<file path="src/rtl/wb_async_pkg.sv">
// Shared definitions for the async Wishbone bridge byte link.
// Imported by the host-side initiator (host_async) and the bridge-side controller.
//   state_e             : transaction FSM states
//   CmdWeBit            : position of the write flag in the command byte
//   CmdAdrWidth         : width of the register address field in the command byte
//   WriteAckByteDefault : response byte that signals a successful write
//   cmd_byte()          : builds {we, 3'b000, adr} for the command byte
package wb_async_pkg;

  typedef enum logic [1:0] {
    StIdle,
    StSendCmd,
    StSendData,
    StWaitResp
  } state_e;

  localparam int unsigned CmdWeBit    = 7;
  localparam int unsigned CmdAdrWidth = 4;

  localparam logic [7:0] WriteAckByteDefault = 8'h01;

  function automatic logic [7:0] cmd_byte(input logic                   we,
                                          input logic [CmdAdrWidth-1:0] adr);
    logic [7:0] b;
    b                  = '0;
    b[CmdWeBit]        = we;
    b[CmdAdrWidth-1:0] = adr;
    return b;
  endfunction

endpackage

</file>
<file path="src/rtl/timeout_cnt.sv">
// Response-timeout counter for host_async.
// Built only when HOST_ASYNC_TIMEOUT_EN is defined; otherwise this file is empty.
//   clk_i     : clock
//   rst_ni    : asynchronous active-low reset
//   clear_i   : synchronously return the count to zero (has priority)
//   enable_i  : advance the count by one
//   expired_o : count has reached Cycles-1
`ifdef HOST_ASYNC_TIMEOUT_EN
module timeout_cnt #(
  parameter int unsigned Cycles = 1000000
) (
  input  logic clk_i,
  input  logic rst_ni,
  input  logic clear_i,
  input  logic enable_i,
  output logic expired_o
);

  localparam int unsigned Width = (Cycles > 1) ? $clog2(Cycles) : 1;
  localparam logic [Width-1:0] Last = Width'(Cycles - 1);

  logic [Width-1:0] count_q, count_d;

  assign expired_o = (count_q == Last);

  // Saturate at the terminal value so a held enable never wraps back to zero.
  always_comb begin
    count_d = count_q;
    if (clear_i) begin
      count_d = '0;
    end else if (enable_i && !expired_o) begin
      count_d = count_q + Width'(1);
    end
  end

  always_ff @(posedge clk_i or negedge rst_ni) begin
    if (!rst_ni) begin
      count_q <= '0;
    end else begin
      count_q <= count_d;
    end
  end

endmodule
`endif

</file>
<file path="src/rtl/host_async.sv">
// Host-side initiator for the async Wishbone bridge byte link.
// Takes one read/write request at a time, sends the command byte (plus data byte for writes)
// on the TX byte stream, waits for a single response byte on RX and returns it.
// Optional feature macro: HOST_ASYNC_TIMEOUT_EN adds a response timeout of TimeoutCycles.
//   clk_i, rst_ni              : clock, asynchronous active-low reset
//   req_valid_i / req_ready_o  : request handshake; req_we_i, req_adr_i, req_dat_i
//   rsp_valid_o                : one-cycle response pulse with rsp_dat_o / rsp_err_o
//   tx_req_o / tx_ready_i      : byte toward serial TX (tx_data_o), held until accepted
//   rx_req_i / rx_data_i       : one-cycle received-byte strobe and its data
//   stray_o                    : one-cycle pulse for an RX byte nobody was waiting for
module host_async
  import wb_async_pkg::*;
#(
  parameter int unsigned TimeoutCycles = 1000000,
  parameter logic [7:0]  WriteAckByte  = WriteAckByteDefault
) (
  input  logic                   clk_i,
  input  logic                   rst_ni,
  input  logic                   req_valid_i,
  output logic                   req_ready_o,
  input  logic                   req_we_i,
  input  logic [CmdAdrWidth-1:0] req_adr_i,
  input  logic [7:0]             req_dat_i,
  output logic                   rsp_valid_o,
  output logic [7:0]             rsp_dat_o,
  output logic                   rsp_err_o,
  output logic                   tx_req_o,
  input  logic                   tx_ready_i,
  output logic [7:0]             tx_data_o,
  input  logic                   rx_req_i,
  input  logic [7:0]             rx_data_i,
  output logic                   stray_o
);

  state_e state_q, state_d;

  logic       we_q, we_d;
  logic [7:0] dat_q, dat_d;
  logic       tx_req_q, tx_req_d;
  logic [7:0] tx_data_q, tx_data_d;
  logic       rsp_valid_q, rsp_valid_d;
  logic [7:0] rsp_dat_q, rsp_dat_d;
  logic       rsp_err_q, rsp_err_d;
  logic       stray_q, stray_d;

  logic       tx_accept;
  logic       timeout_hit;

  // tx_req_q is always high in the send states, so tx_ready_i alone marks acceptance there.
  assign tx_accept = tx_req_q && tx_ready_i;

`ifdef HOST_ASYNC_TIMEOUT_EN
  logic timeout_expired;

  timeout_cnt #(
    .Cycles(TimeoutCycles)
  ) u_timeout_cnt (
    .clk_i    (clk_i),
    .rst_ni   (rst_ni),
    .clear_i  (state_q != StWaitResp),
    .enable_i (state_q == StWaitResp),
    .expired_o(timeout_expired)
  );

  // A byte arriving in the terminal cycle wins over the timeout.
  assign timeout_hit = timeout_expired && !rx_req_i;
`else
  logic unused_timeout_cycles;
  assign unused_timeout_cycles = ^TimeoutCycles;
  assign timeout_hit           = 1'b0;
`endif

  // State register.
  always_ff @(posedge clk_i or negedge rst_ni) begin
    if (!rst_ni) begin
      state_q <= StIdle;
    end else begin
      state_q <= state_d;
    end
  end

  // Next-state logic.
  always_comb begin
    state_d = state_q;
    unique case (state_q)
      StIdle: begin
        if (req_valid_i) begin
          state_d = StSendCmd;
        end
      end
      StSendCmd: begin
        if (tx_accept) begin
          state_d = we_q ? StSendData : StWaitResp;
        end
      end
      StSendData: begin
        if (tx_accept) begin
          state_d = StWaitResp;
        end
      end
      StWaitResp: begin
        if (rx_req_i || timeout_hit) begin
          state_d = StIdle;
        end
      end
      default: state_d = StIdle;
    endcase
  end

  // Output logic: ready is decoded from state, everything else is registered.
  always_comb begin
    req_ready_o = (state_q == StIdle);

    we_d        = we_q;
    dat_d       = dat_q;
    tx_req_d    = tx_req_q;
    tx_data_d   = tx_data_q;
    rsp_valid_d = 1'b0;
    rsp_dat_d   = rsp_dat_q;
    rsp_err_d   = rsp_err_q;
    // Includes a byte landing in the same cycle the last TX byte leaves.
    stray_d     = rx_req_i && (state_q != StWaitResp);

    unique case (state_q)
      StIdle: begin
        if (req_valid_i) begin
          we_d      = req_we_i;
          dat_d     = req_dat_i;
          tx_req_d  = 1'b1;
          tx_data_d = cmd_byte(req_we_i, req_adr_i);
        end
      end
      StSendCmd: begin
        if (tx_accept) begin
          if (we_q) begin
            tx_data_d = dat_q;
          end else begin
            tx_req_d = 1'b0;
          end
        end
      end
      StSendData: begin
        if (tx_accept) begin
          tx_req_d = 1'b0;
        end
      end
      StWaitResp: begin
        if (rx_req_i) begin
          rsp_valid_d = 1'b1;
          rsp_dat_d   = rx_data_i;
          rsp_err_d   = we_q && (rx_data_i != WriteAckByte);
        end else if (timeout_hit) begin
          rsp_valid_d = 1'b1;
          rsp_dat_d   = 8'hFF;
          rsp_err_d   = 1'b1;
        end
      end
      default: begin
        tx_req_d = 1'b0;
      end
    endcase
  end

  always_ff @(posedge clk_i or negedge rst_ni) begin
    if (!rst_ni) begin
      we_q        <= 1'b0;
      dat_q       <= '0;
      tx_req_q    <= 1'b0;
      tx_data_q   <= '0;
      rsp_valid_q <= 1'b0;
      rsp_dat_q   <= '0;
      rsp_err_q   <= 1'b0;
      stray_q     <= 1'b0;
    end else begin
      we_q        <= we_d;
      dat_q       <= dat_d;
      tx_req_q    <= tx_req_d;
      tx_data_q   <= tx_data_d;
      rsp_valid_q <= rsp_valid_d;
      rsp_dat_q   <= rsp_dat_d;
      rsp_err_q   <= rsp_err_d;
      stray_q     <= stray_d;
    end
  end

  assign tx_req_o    = tx_req_q;
  assign tx_data_o   = tx_data_q;
  assign rsp_valid_o = rsp_valid_q;
  assign rsp_dat_o   = rsp_dat_q;
  assign rsp_err_o   = rsp_err_q;
  assign stray_o     = stray_q;

endmodule

</file>
<file path="config.mk">
export PLATFORM = sky130hd
export DESIGN_NAME = host_async
export DESIGN_NICKNAME = d
export VERILOG_FILES = /design/src/rtl/wb_async_pkg.sv /design/src/rtl/timeout_cnt.sv /design/src/rtl/host_async.sv
export SDC_FILE = /design/constraint.sdc
export NUM_CORES = 1
export LEC_CHECK = 0
export CORE_MARGIN = 2
export CORE_UTILIZATION = 45
export CTS_CLUSTER_SIZE = 12
export DETAILED_ROUTE_END_ITERATION = 8
export HOLD_SLACK_MARGIN = 0.15
export PLACE_DENSITY = 0.76
export SLEW_MARGIN = 20
export SYNTH_ARGS = -nofsm -noshare
export SYNTH_HDL_FRONTEND = slang
export SYNTH_HIERARCHICAL = 1
export SYNTH_SLANG_ARGS = --single-unit
</file>
<file path="constraint.sdc">
create_clock -name clk_i -period 2.1 [get_ports clk_i]
set_input_delay 0.42 -clock clk_i [delete_from_list [all_inputs] [get_ports clk_i]]
set_output_delay 0.42 -clock clk_i [all_outputs]
set_load 0.01 [all_outputs]
</file>
# Word-level counts from Yosys, hierarchy flattened
# Index checks and enable logic that the tools add are counted.
[classes] eq_ne=11 div_mod_pow=0 n_bitwise=0 shifts=0 order_cmp=0 n_addsub=0 n_reduce_logical=11 mux=17 multipliers=0
[op_table] op="2-to-1 mux 8 bit" count=3
[op_table] op="one-hot mux 8 bit (2 select lines)" count=1
[op_table] op="!= test 2 bit (second input constant)" count=7
[op_table] op="2-to-1 mux 2 bit" count=4
[op_table] op="!= test 8 x 1 -> 1 bit (second input constant)" count=1
[op_table] op="one-hot mux 2 bit (4 select lines)" count=1
[op_table] op="AND reduction 4 bit" count=2
[op_table] op="2-to-1 mux 1 bit" count=7
[op_table] op="AND reduction 5 bit" count=1
[op_table] op="equality test 2 bit (second input constant)" count=2
[op_table] op="AND reduction 2 bit" count=2
[op_table] op="logical AND 1 bit" count=3
[op_table] op="one-hot mux 1 bit (3 select lines)" count=1
[op_table] op="nonzero test 3 bit" count=1
[op_table] op="equality test 2 x 1 -> 1 bit (second input constant)" count=1
[op_table] op="zero test 2 bit" count=1
[op_table] op="nonzero test 2 bit" count=1
[word_totals] word_cells=48 memories=0 rom_bits=0 output_inout_bits=21 ramBits=0 input_bits=26 latch_bits=0 ff_bits=31

# Depth between registers and ports, before layout
# Gate-level depths: netlist of run 1.
[depth] ltp_word=3 depth_mapped=6 mapped_depth_nobuf=5

# Worst setup path before layout of run 1
# Ideal clock, no wire load.
[synth_path] path_kind="reg-to-reg" startpoint="reg state_q[0]" endpoint="reg state_q[1]" period_less_slack_ns=1.659 stages_incl_launch_ff=6 path_slack_ns=0.441 path_buffers=0 required_time_ns=1.975 arrival_ns=1.534 setup_time_ns=0.125 path_cell_list="dfrtp_1 > inv_1 > ha_1 > and2b_1 > nor3_2 > mux2_2"
[synth_between] elab_chain_len=3 elab_cells_between_ends=10 classes_between="eq/ne (7); mux (1); reduce/logical (2)"
[synth_rtl] element="from (decl)" line="host_async.sv:35" source="state_e state_q, state_d;"
[synth_rtl] element="from (signal assigned)" line="host_async.sv:76" source="state_q <= StIdle;"
[synth_rtl] element="from (signal assigned)" line="host_async.sv:78" source="state_q <= state_d;"
[synth_rtl] element="zero test 2 bit *"
[synth_rtl] element="named net req_ready_o" line="host_async.sv:20" source="output logic req_ready_o,"
[synth_rtl] element="!= test 2 bit (no source line)"
[synth_rtl] element="AND reduction 4 bit (no source line)"
# Mark *: on every way through the listed nets, which the timed path passes. The rest lies on a longest branch.
# A chain may end at the register's enable or synchronous reset.

# Final worst setup path of run 1
[layout_path] startpoint="reg state_q[1]" endpoint="out req_ready_o"
[layout_between] elab_chain_len=1
[layout_rtl] element="zero test 2 bit" line="host_async.sv:112" source="req_ready_o = (state_q == StIdle);"
[layout_rtl] element="to (decl)" line="host_async.sv:20"
# Every way passes these cells.

==> key figures, run 1 <==
Global routing
  – Number of global-route vias before repair: 986
  – Initial antenna violation count: 0
  – Pin count of the biggest net entering global routing: 32
  – First-pass GRT wire length: 4.62 mm
  – GRT Util Overall: 0.181
  – GRT overflow: 0

Setup path
  – Worst Path Required: 1680 ps
  – Crit path kind: reg2out
  – Setup crit end kind: output port
  – Crit path max fanout: 5
  – Crit path DAT: 1580 ps
  – Startpoint types: flip-flop

CTS
  – Clk sink count: 31
  – CTS tree: built
  – Bufs on Longest Clock Path: 2
  – Worst skew pair latency: 320 ps
  – Clock transition at the registers of the reported paths: 90 ps
  – Number of H-tree levels: 2
  – Inserted Clock Buffers: 5
  – Clock root cell: clkbuf_4

Drt
  – DRT antenna net count: 0
  – DRC errors left: 0
  – Starting DRT DRC Count: 20
  – WL final: 2.81 mm
  – Wire per inst: 15.0 um
  – Via count: 975
  – Pre-Repair DR Iteration Count: 4
  – Via density per instance: 5.21

Power
  – Leakage: 0.857 nW
  – Maximum VDD drop: 0.707 mV
  – Gate power share: 0.499
  – Power share of the sequential group: 0.367
  – Net Sw Power: 0.000943 W
  – Clk pwr share: 0.134
  – Pwr dens: 1460 mW/mm^2
  – Tot Pwr: 0.00293 W
  – Internal Pwr Total: 0.00198 W
  – Sw Share: 0.322

Floorplanning
  – Die height: 60.0 um
  – Core region area: 0.00300 mm^2
  – Die Width: 60.0 um
  – Die area: 0.00359 mm^2
  – Starting density of the core: 0.469
  – Cell row count: 20
  – I/O Pins: 47

Timing
  – RSZ-0062 raised after global routing: false
  – Fmax: 501 MHz
  – Tmin final: 2000 ps
  – Final period utilization: 0.951
  – Relative slew slack: 0.700
  – Worst clock skew: 5.35 ps
  – Setup TNS: 0 ps
  – Final setup viols: 0
  – Count of pins over their slew limit: 0
  – Final Hold Violating Endpoints: 0
  – Worst Max-Slew Pin Slew: 449 ps

Synth
  – Cells after Synth: 99
  – Sequential area share after synthesis: 0.551
  – Top_reg_cell synth: dfrtp_1
  – Synth Net Count: 130
  – Most numerous cell in the Yosys netlist: dfrtp_1
  – Synth area leaders: dfrtp_1 55%, mux2_2 22%, ha_1 4.4%
  – Number of synthesized flops with an enable pin: 0
  – Synth top area share: 0.551
  – #FFs+latches synth: 31
  – Most frequent cells after synthesis: 31 x dfrtp_1, 28 x mux2_2, 5 x ha_1
  – Synth area leader: dfrtp_1
  – Syn Std Cell Area: 0.00141 mm^2
  – Cell variety after synth: 27
  – Ys Warns: 6
  – Ys async rst share: 1.00
  – Avg Cell Area, Syn: 14.2 um^2

Finish
  – P&R area growth vs syn: 42.1%
  – Util after Layout: 0.667
  – Ant diodes: 0
  – Share of cells above drive strength 1: 0.292
  – Nets: 184

Outcome
  – Status: finished clean

Job
  – Maxcap violations: 0

Hold path
  – HP Class: in2async

Placement
  – Gpl congestion: 0.760
  – PortBufs: 46
  – DP HPWL: 2.07 mm
registers in the layout, indices dropped and copies added, names as in the netlist:
register	count
dat_q	8
rsp_dat_o	8
rsp_err_o	1
rsp_valid_o	1
state_q	2
stray_o	1
tx_data_o	8
tx_req_o	1
we_q	1
final cells by class:
cell class                      count  area, um^2
Clock buffer                        8        68.8
Timing Repair Buffer               49         483
Multi-Input combinational cell     62         618
Inverter                            4        15.0
Sequential cell                    31         776
Fill cell                         221        1000
Tap cell                           33        41.3
repair_timing:
action	4_1_cts	5_1_grt
setup buffers	0	1
hold buffers	0	0
resized for setup	1	2
endpoints found under the setup margin	1	1
path summary, 6_finish.rpt:
path	to	cells after the start	slack, ps	startpoint
min in group clk_i	rsp_err_o	2	490	rsp_err_o
max	req_ready_o	3	100	state_q[1]
min reg2reg	rsp_err_o	2	490	rsp_err_o
max reg2reg	tx_data_o[2]	5	250	state_q[1]
max in group asynchronous	rsp_valid_o	2	1350	rst_ni
min	tx_data_o[2]	2	470	rst_ni
per-stage QoR:
| step | hold WS, ps | instances | instance area (um^2) | worst slack, ps |
|---|---|---|---|---|
| after floorplan | 124 | 99 | 1410 | 441 |
| after global placement | 472 | 178 | 1910 | 237 |
| after global routing | 522 | 187 | 2000 | 33.0 |
| after CTS | 476 | 186 | 1980 | 17.1 |
| final | 472 | 187 | 2000 | 102 |
| after detailed placement | 477 | 178 | 1910 | 220 |
power groups by stage:
stage | combinational, W | sequential [W] | clock, W
after floorplan | 0.000755 | 0.00114 | 0
after global placement | 0.00138 | 0.00108 | 0
after detailed placement | 0.00142 | 0.00109 | 0
after CTS | 0.00144 | 0.00108 | 0.000403
after global routing | 0.00158 | 0.00111 | 0.000432
final | 0.00146 | 0.00107 | 0.000391
per-layer routing:
metal	vias to the layer above	track usage	routed length [um]
met2	23	0.297	1480
li1	468	-	-
met3	4	0.0584	118
met4	0	0.0857	59
met1	480	0.215	1150
met5	-	0	0
layout by cell type, fill, tap and decap left out, types with 2 or more instances in the layout:
master,n
inv_1,3
o21ai_1,2
nor2_1,2
clkdlybuf4s50_1,46
nor2b_1,3
buf_4,3
ha_1,4
clkbuf_8,2
mux2_2,28
a22o_1,3
clkbuf_4,5
nand2_1,3
dfrtp_1,31
logic make-up after synthesis:
logic type,after synthesis,share of synthesized area
and+or+nand+nor,17,0.0791
adders and majority gates,5,0.0444
DFF,31,0.551
AOI/OAI and AO/OA,11,0.0755
muxes,29,0.231
buffers and inverters,6,0.0195
critical path, stage by stage (launching register included):
cell,delay (ps)
dfrtp_1,410
inv_1,140
ha_4,170
clkdlybuf4s50_1,530
Power figures use the tool's default switching activity.
==> run 2: changes to the inputs <==
--- a/config.mk
+++ b/config.mk
@@ -5,12 +5,13 @@
 export SDC_FILE = /design/constraint.sdc
 export NUM_CORES = 1
 export LEC_CHECK = 0
+export ABC_AREA = 1
 export CORE_MARGIN = 2
 export CORE_UTILIZATION = 45
 export CTS_CLUSTER_SIZE = 12
 export DETAILED_ROUTE_END_ITERATION = 8
 export HOLD_SLACK_MARGIN = 0.15
-export PLACE_DENSITY = 0.76
+export PLACE_DENSITY = 0.75
 export SLEW_MARGIN = 20
 export SYNTH_ARGS = -nofsm -noshare
 export SYNTH_HDL_FRONTEND = slang
==> key figures, run 2 <==
Floorplanning
  – Die height: 61.4 um (was 60.0 um)
  – Cell row count: 20 (unchanged)
  – I/O Pins: 47 (unchanged)
  – Die area: 0.00377 mm^2 (was 0.00359 mm^2)
  – Core region area: 0.00310 mm^2 (was 0.00300 mm^2)
  – Die Width: 61.4 um (was 60.0 um)
  – Starting density of the core: 0.478 (was 0.469)

Setup path
  – Startpoint types: flip-flop (unchanged)
  – RR Endpoint: tx_data_o[2] (unchanged)
  – Worst Path Required: 2320 ps (was 1680 ps)
  – Crit path max fanout: 14 (was 5)
  – Setup crit end: tx_data_o[2] (was req_ready_o)
  – Crit path DAT: 1950 ps (was 1580 ps)
  – Worst R2R Path Depth: 7 (was 5)
  – Setup slack, reg-to-reg: 380 ps (was 250 ps)
  – Worst setup path start: state_q[1] (unchanged)
  – Worst reg2reg path startpoint: state_q[1] (unchanged)
  – Crit path kind: reg2reg (was reg2out)
  – Setup crit end kind: flip-flop (was output port)

Synth
  – Top_reg_cell synth: dfrtp_1 (unchanged)
  – Post-Synth Simple-Gate Area: 0.270 (was 0.0790)
  – Avg Cell Area, Syn: 8.88 um^2 (was 14.2 um^2)
  – Most frequent cells after synthesis: 66 x nand2_1, 31 x dfrtp_1, 17 x inv_1 (was 31 x dfrtp_1, 28 x mux2_2, 5 x ha_1)
  – Largest family of logic cells by synthesized area: simple AND/OR/NAND/NOR gates (was multiplexers)
  – #FFs+latches synth: 31 (unchanged)
  – Post-synthesis mux area share: 0.0608 (was 0.231)
  – Ys Warns: 6 (unchanged)
  – Cells after Synth: 167 (was 99)
  – Ys async rst share: 1.00 (unchanged)
  – Synth area leader: dfrtp_1 (unchanged)
  – Synth top area share: 0.523 (was 0.551)
  – Sequential area share after synthesis: 0.523 (was 0.551)
  – Post-synthesis adder-cell area fraction: 0.0422 (was 0.0444)
  – Synth area leaders: dfrtp_1 52%, nand2_1 17%, mux2_2 6.1% (was dfrtp_1 55%, mux2_2 22%, ha_1 4.4%)
  – Cell variety after synth: 18 (was 27)
  – Syn Std Cell Area: 0.00148 mm^2 (was 0.00141 mm^2)
  – Number of synthesized flops with an enable pin: 0 (unchanged)
  – Post-synthesis xor/xnor area fraction: 0 (unchanged)
  – Most numerous cell in the Yosys netlist: nand2_1 (was dfrtp_1)
  – Synth Net Count: 198 (was 130)
  – Compound-gate portion of the synthesized area: 0.0447 (was 0.0755)

Drt
  – DRC errors left: 0 (unchanged)
  – DRT antenna net count: 0 (unchanged)
  – Via density per instance: 4.73 (was 5.21)
  – Starting DRT DRC Count: 39 (was 20)
  – Wire per inst: 11.6 um (was 15.0 um)
  – Via count: 1248 (was 975)
  – Pre-Repair DR Iteration Count: 4 (unchanged)
  – WL final: 3.05 mm (was 2.81 mm)

Global routing
  – Pin count of the biggest net entering global routing: 32 (unchanged)
  – Number of global-route vias before repair: 1207 (was 986)
  – GRT overflow: 0 (unchanged)
  – GRT Util Overall: 0.186 (was 0.181)
  – Initial antenna violation count: 0 (unchanged)
  – First-pass GRT wire length: 5.01 mm (was 4.62 mm)

Power
  – Net Sw Power: 0.00112 W (was 0.000943 W)
  – Sw Share: 0.395 (was 0.322)
  – Power share of the sequential group: 0.360 (was 0.367)
  – Leakage: 1.04 nW (was 0.857 nW)
  – Gate power share: 0.517 (was 0.499)
  – Pwr dens: 1370 mW/mm^2 (was 1460 mW/mm^2)
  – Clk pwr share: 0.123 (was 0.134)
  – Internal Pwr Total: 0.00171 W (was 0.00198 W)
  – Maximum VDD drop: 0.852 mV (was 0.707 mV)

Timing
  – Setup TNS: 0 ps (unchanged)
  – Fmax: 580 MHz (was 501 MHz)
  – Hold_ws: 477 ps (was 472 ps)
  – Final setup viols: 0 (unchanged)
  – Worst clock skew: 9.36 ps (was 5.35 ps)
  – RSZ-0062 raised after global routing: false (unchanged)
  – Relative slew slack: 0.605 (was 0.700)
  – Count of pins over their slew limit: 0 (unchanged)
  – Final Hold Violating Endpoints: 0 (unchanged)
  – Final period utilization: 0.821 (was 0.951)
  – Final worst slack: 377 ps (was 102 ps)
  – Worst Max-Slew Pin Slew: 592 ps (was 449 ps)
  – Tmin final: 1720 ps (was 2000 ps)

CTS
  – Worst skew pair latency: 330 ps (was 320 ps)
  – Number of H-tree levels: 2 (unchanged)
  – Clock transition at the registers of the reported paths: 90 ps (about the same)
  – Clk sink count: 31 (unchanged)
  – Inserted Clock Buffers: 5 (unchanged)
  – Bufs on Longest Clock Path: 2 (unchanged)
  – Clock root cell: clkbuf_4 (unchanged)
  – Hold buffers post-CTS: 0 (unchanged)
  – CTS tree: built (unchanged)

Placement
  – Dpl ws: 316 ps (was 220 ps)
  – PortBufs: 46 (unchanged)
  – DP HPWL: 2.31 mm (was 2.07 mm)
  – Gpl congestion: 0.852 (was 0.760)

Finish
  – Most frequent cells in the layout: 66 x nand2_1, 45 x clkdlybuf4s50_1, 30 x dfrtp_1 (was 46 x clkdlybuf4s50_1, 31 x dfrtp_1, 28 x mux2_2)
  – Multi-input gate area: 622 um^2 (was 618 um^2)
  – Share of cells above drive strength 1: 0.127 (was 0.292)
  – P&R area growth vs syn: 38.9% (was 42.1%)
  – Most common cell after layout, fill and taps aside: nand2_1 (was clkdlybuf4s50_1)
  – Sequential cell area: 777 um^2 (was 776 um^2)
  – Ant diodes: 0 (unchanged)
  – Nets: 251 (was 184)
  – Filler cells: 286 (was 221)

Job
  – Maxcap violations: 0 (unchanged)

Outcome
  – Status: finished clean (unchanged)

Hold path
  – HP Class: in2async (unchanged)
==> run 2: cell count changes after synthesis, moves of 3 or more <==
cell / before / now
a22o_1: 3 / 0
inv_1: 4 / 17
mux2_2: 28 / 8
nand2_1: 3 / 66
nand2_2: 0 / 4
nand3_1: 0 / 9
nand3b_1: 0 / 5
nor2_1: 2 / 5
nor2b_1: 3 / 0
o21ai_0: 0 / 8
==> run 2: layout make-up <==
type                       count  share of cell area
clock buffer                   6              0.0249
clock inverter                 1             0.00243
inverter                      19              0.0346
multi-input combinational    115               0.302
sequential                    31               0.377
tap                           44              0.0267
timing repair buffer          48               0.232
==> run 2: critical path: stages, from the launching register on <==
cell and delay [ps]:
dfrtp_1 410, inv_1 110, ha_1 540, nand2_2 150, o21ai_4 190, nand2_8 100, nand2_1 70, nand2_1 50
==> run 2: cells by family after synthesis <==
| family | Yosys count |
|---|---|
| buf+inv | 21 |
| fa+ha+maj | 5 |
| simple gates | 91 |
| compound gates | 11 |
| mux | 8 |
| flops | 31 |
==> run 2: worst min path at each step <==
stage               slack (ps)      endpoint  cells past startpoint
floorplan                  120      dat_q[0]                      0
global placement           450  tx_data_o[3]                      2
detailed placement         470  tx_data_o[1]                      2
CTS                        490  tx_data_o[1]                      2
global route               500  rsp_dat_o[7]                      2
finish                     480      dat_q[1]                      2
==> run 2: timing repair <==
item,CTS,global route
buffers inserted,0,1
setup endpoints to repair,1,1
gates resized for setup,2,2
==> run 2: power by group through the flow <==
stage          registers, W  clock network [W]  logic (W)
6_report            0.00102           0.000348    0.00146
5_1_grt             0.00105           0.000385    0.00164
3_3_place_gp        0.00102                  0    0.00140
2_1_floorplan       0.00107                  0   0.000847
3_5_place_dp        0.00103                  0    0.00145
4_1_cts             0.00102           0.000357    0.00147
==> run 2: per-layer routing <==
| layer | vias up | global-route usage | wire length, um |
|---|---|---|---|
| met2 | 44 | 0.313 | 1490 |
| met4 | 0 | 0.0790 | 57 |
| li1 | 623 | - | - |
| met5 | - | 0 | 0 |
| met1 | 573 | 0.202 | 1250 |
| met3 | 8 | 0.0882 | 256 |
==> run 2: per-stage QoR <==
step	cells	power, W	utilization	instance area (um^2)
after floorplan	167	0.00192	-	1480
after global placement	256	0.00242	0.641	1990
after detailed placement	256	0.00248	0.641	1990
after CTS	263	0.00285	0.660	2050
after global routing	264	0.00308	0.664	2060
final	264	0.00283	0.664	2060
==> run 3: changes to the inputs <==
--- a/config.mk
+++ b/config.mk
@@ -7,11 +7,11 @@
 export LEC_CHECK = 0
 export ABC_AREA = 1
 export CORE_MARGIN = 2
-export CORE_UTILIZATION = 45
+export CORE_UTILIZATION = 41
 export CTS_CLUSTER_SIZE = 12
 export DETAILED_ROUTE_END_ITERATION = 8
 export HOLD_SLACK_MARGIN = 0.15
-export PLACE_DENSITY = 0.75
+export PLACE_DENSITY = 0.72
 export SLEW_MARGIN = 20
 export SYNTH_ARGS = -nofsm -noshare
 export SYNTH_HDL_FRONTEND = slang
==> constraint.sdc (replaced) <==
create_clock -name clk_i -period 1.4 [get_ports clk_i]
set_input_delay 0.28 -clock clk_i [delete_from_list [all_inputs] [get_ports clk_i]]
set_output_delay 0.28 -clock clk_i [all_outputs]
set_load 0.01 [all_outputs]
==> key figures, run 3 (synthesized netlist as in run 2, its figures left out) <==
Outcome
  – Status: finished, violations left (was finished clean)
  – Failing checks: negative setup slack

Power
  – Gate power share: 0.542 (was 0.517)
  – Leakage: 1.22 nW (was 1.04 nW)
  – Sw Share: 0.387 (was 0.395)
  – Clk pwr share: 0.151 (was 0.123)
  – Pwr dens: 2140 mW/mm^2 (was 1370 mW/mm^2)
  – Power share of the sequential group: 0.307 (was 0.360)
  – Net Sw Power: 0.00191 W (was 0.00112 W)
  – Maximum VDD drop: 1.11 mV (was 0.852 mV)
  – Tot Pwr: 0.00494 W (was 0.00283 W)
  – Internal Pwr Total: 0.00303 W (was 0.00171 W)

CTS
  – Clock transition at the registers of the reported paths: 100 ps (was 90 ps)
  – CTS tree: built (unchanged)
  – Clk sink count: 31 (unchanged)
  – Clock root cell: clkbuf_4 (unchanged)
  – Inserted Clock Buffers: 5 (unchanged)
  – Bufs on Longest Clock Path: 2 (unchanged)
  – Number of H-tree levels: 2 (unchanged)
  – Hold buffers post-CTS: 0 (unchanged)
  – Worst skew pair latency: 340 ps (was 330 ps)

Placement
  – DP HPWL: 2.52 mm (was 2.31 mm)
  – PortBufs: 46 (unchanged)
  – Placed cells: 269 (was 256)
  – Gpl congestion: 0.807 (was 0.852)

Timing
  – Fmax: 711 MHz
  – Hold_ws: 291 ps (was 477 ps)
  – Final worst slack: -6.27 ps (was 377 ps)
  – Tmin final: 1410 ps
  – Relative slew slack: 0.886 (was 0.605)
  – Final Hold Violating Endpoints: 0 (unchanged)
  – Final period utilization: 1.00
  – Worst clock skew: 7.51 ps (was 9.36 ps)
  – RSZ-0062 raised after global routing: true (was false)
  – Worst Max-Slew Pin Slew: 171 ps (was 592 ps)
  – Final setup viols: 1 (was 0)
  – Count of pins over their slew limit: 0 (unchanged)

Drt
  – Starting DRT DRC Count: 39 (unchanged)
  – Pre-Repair DR Iteration Count: 4 (unchanged)
  – WL final: 3.57 mm (was 3.05 mm)
  – Wire per inst: 12.7 um (was 11.6 um)
  – Via density per instance: 4.75 (was 4.73)
  – Via count: 1336 (was 1248)
  – DRT antenna net count: 0 (unchanged)
  – DRC errors left: 0 (unchanged)

Setup path
  – Crit path kind: reg2out (was reg2reg)
  – Setup crit end kind: output port (was flip-flop)
  – Crit path max fanout: 4 (was 14)
  – Crit path DAT: 1130 ps (was 1950 ps)
  – Worst Path Required: 1120 ps (was 2320 ps)
  – Startpoint types: flip-flop (unchanged)

Hold path
  – HP Class: in2async (unchanged)

Floorplanning
  – Cell row count: 21 (was 20)
  – Die area: 0.00411 mm^2 (was 0.00377 mm^2)
  – Die height: 64.1 um (was 61.4 um)
  – Die Width: 64.1 um (was 61.4 um)
  – I/O Pins: 47 (unchanged)
  – Starting density of the core: 0.434 (was 0.478)
  – Core region area: 0.00342 mm^2 (was 0.00310 mm^2)

Finish
  – Final cell count without fillers: 281 (was 264)
  – P&R area growth vs syn: 55.3% (was 38.9%)
  – Share of cells above drive strength 1: 0.226 (was 0.127)
  – Ant diodes: 0 (unchanged)
  – Nets: 265 (was 251)
  – Util after Layout: 0.674 (was 0.664)
  – Most common cell after layout, fill and taps aside: nand2_1 (unchanged)
  – Most frequent cells in the layout: 63 x nand2_1, 31 x dfrtp_1, 25 x clkdlybuf4s50_1 (was 66 x nand2_1, 45 x clkdlybuf4s50_1, 30 x dfrtp_1)

Global routing
  – Number of global-route vias before repair: 1351 (was 1207)
  – First-pass GRT wire length: 5.77 mm (was 5.01 mm)
  – Initial antenna violation count: 0 (unchanged)
  – GRT overflow: 0 (unchanged)
  – GRT Util Overall: 0.183 (was 0.186)
  – Pin count of the biggest net entering global routing: 32 (unchanged)

Job
  – Maxcap violations: 0 (unchanged)
[run 3: cell count changes in the layout (fill, tap and decap cells not counted), sizes merged]
cell and change:
clkdlybuf4s50 -20, buf +14, bufinv +1, dlygate4sd2 +20
clkbuf +1, dlymetal6s2s -1
[run 3: worst max-delay path: stages, from the launching register on]
cell     delay, ps
dfrtp_1        400
inv_2          120
ha_4           170
buf_6          100
[run 3: cell type report]
class	instances	area (um^2)
clock buffers	6	51.3
clock inverters	2	35.0
fillers	286	1110
inverters	19	76.3
multi-input cells	115	691
flip-flops and latches	31	776
well taps	46	57.6
repair buffers	62	616
[run 3: what timing repair did]
item	in CTS	in global routing
endpoints found under the setup margin	40	14
pin swaps	1	5
gates cloned	0	1
buffers inserted	2	1
gates resized for setup	31	12
[run 3: path summary, 6_finish.rpt]
path / startpoint / endpoint / slack, ps / cells past startpoint
max: state_q[1] / req_ready_o / -6 / 3
min: rst_ni / tx_data_o[4] / 290 / 2
max reg2reg: state_q[0] / dat_q[5] / 40 / 5
min reg2reg: tx_data_o[3] / tx_data_o[3] / 470 / 2
max in group asynchronous: rst_ni / state_q[1] / 940 / 2
min in group clk_i: tx_data_o[3] / tx_data_o[3] / 470 / 2
[run 3: power groups by stage]
| stage | registers, W | clock network (W) | logic [W] |
|---|---|---|---|
| 2_1_floorplan | 0.00161 | 0 | 0.00132 |
| 3_3_place_gp | 0.00152 | 0 | 0.00237 |
| 3_5_place_dp | 0.00154 | 0 | 0.00246 |
| 4_1_cts | 0.00151 | 0.000760 | 0.00249 |
| 5_1_grt | 0.00157 | 0.000799 | 0.00294 |
| 6_report | 0.00152 | 0.000745 | 0.00268 |
[run 3: stage by stage]
stage          TNS (ps)  worst slack [ps]  area, um^2
2_1_floorplan         0              17.5        1500
3_3_place_gp       -943             -55.6        2110
3_5_place_dp      -1390             -95.6        2110
4_1_cts           -26.9             -15.4        2210
5_1_grt            -287             -65.9        2300
6_report          -6.27             -6.27        2300
[run 3: layer usage]
layer	part of all wire	wire length, um	vias up	GRT usage
met5	0	0	-	0
met4	0.025	90	0	0.0798
met2	0.50	1800	41	0.314
li1	-	-	656	-
met1	0.42	1500	629	0.206
met3	0.052	185	10	0.0634
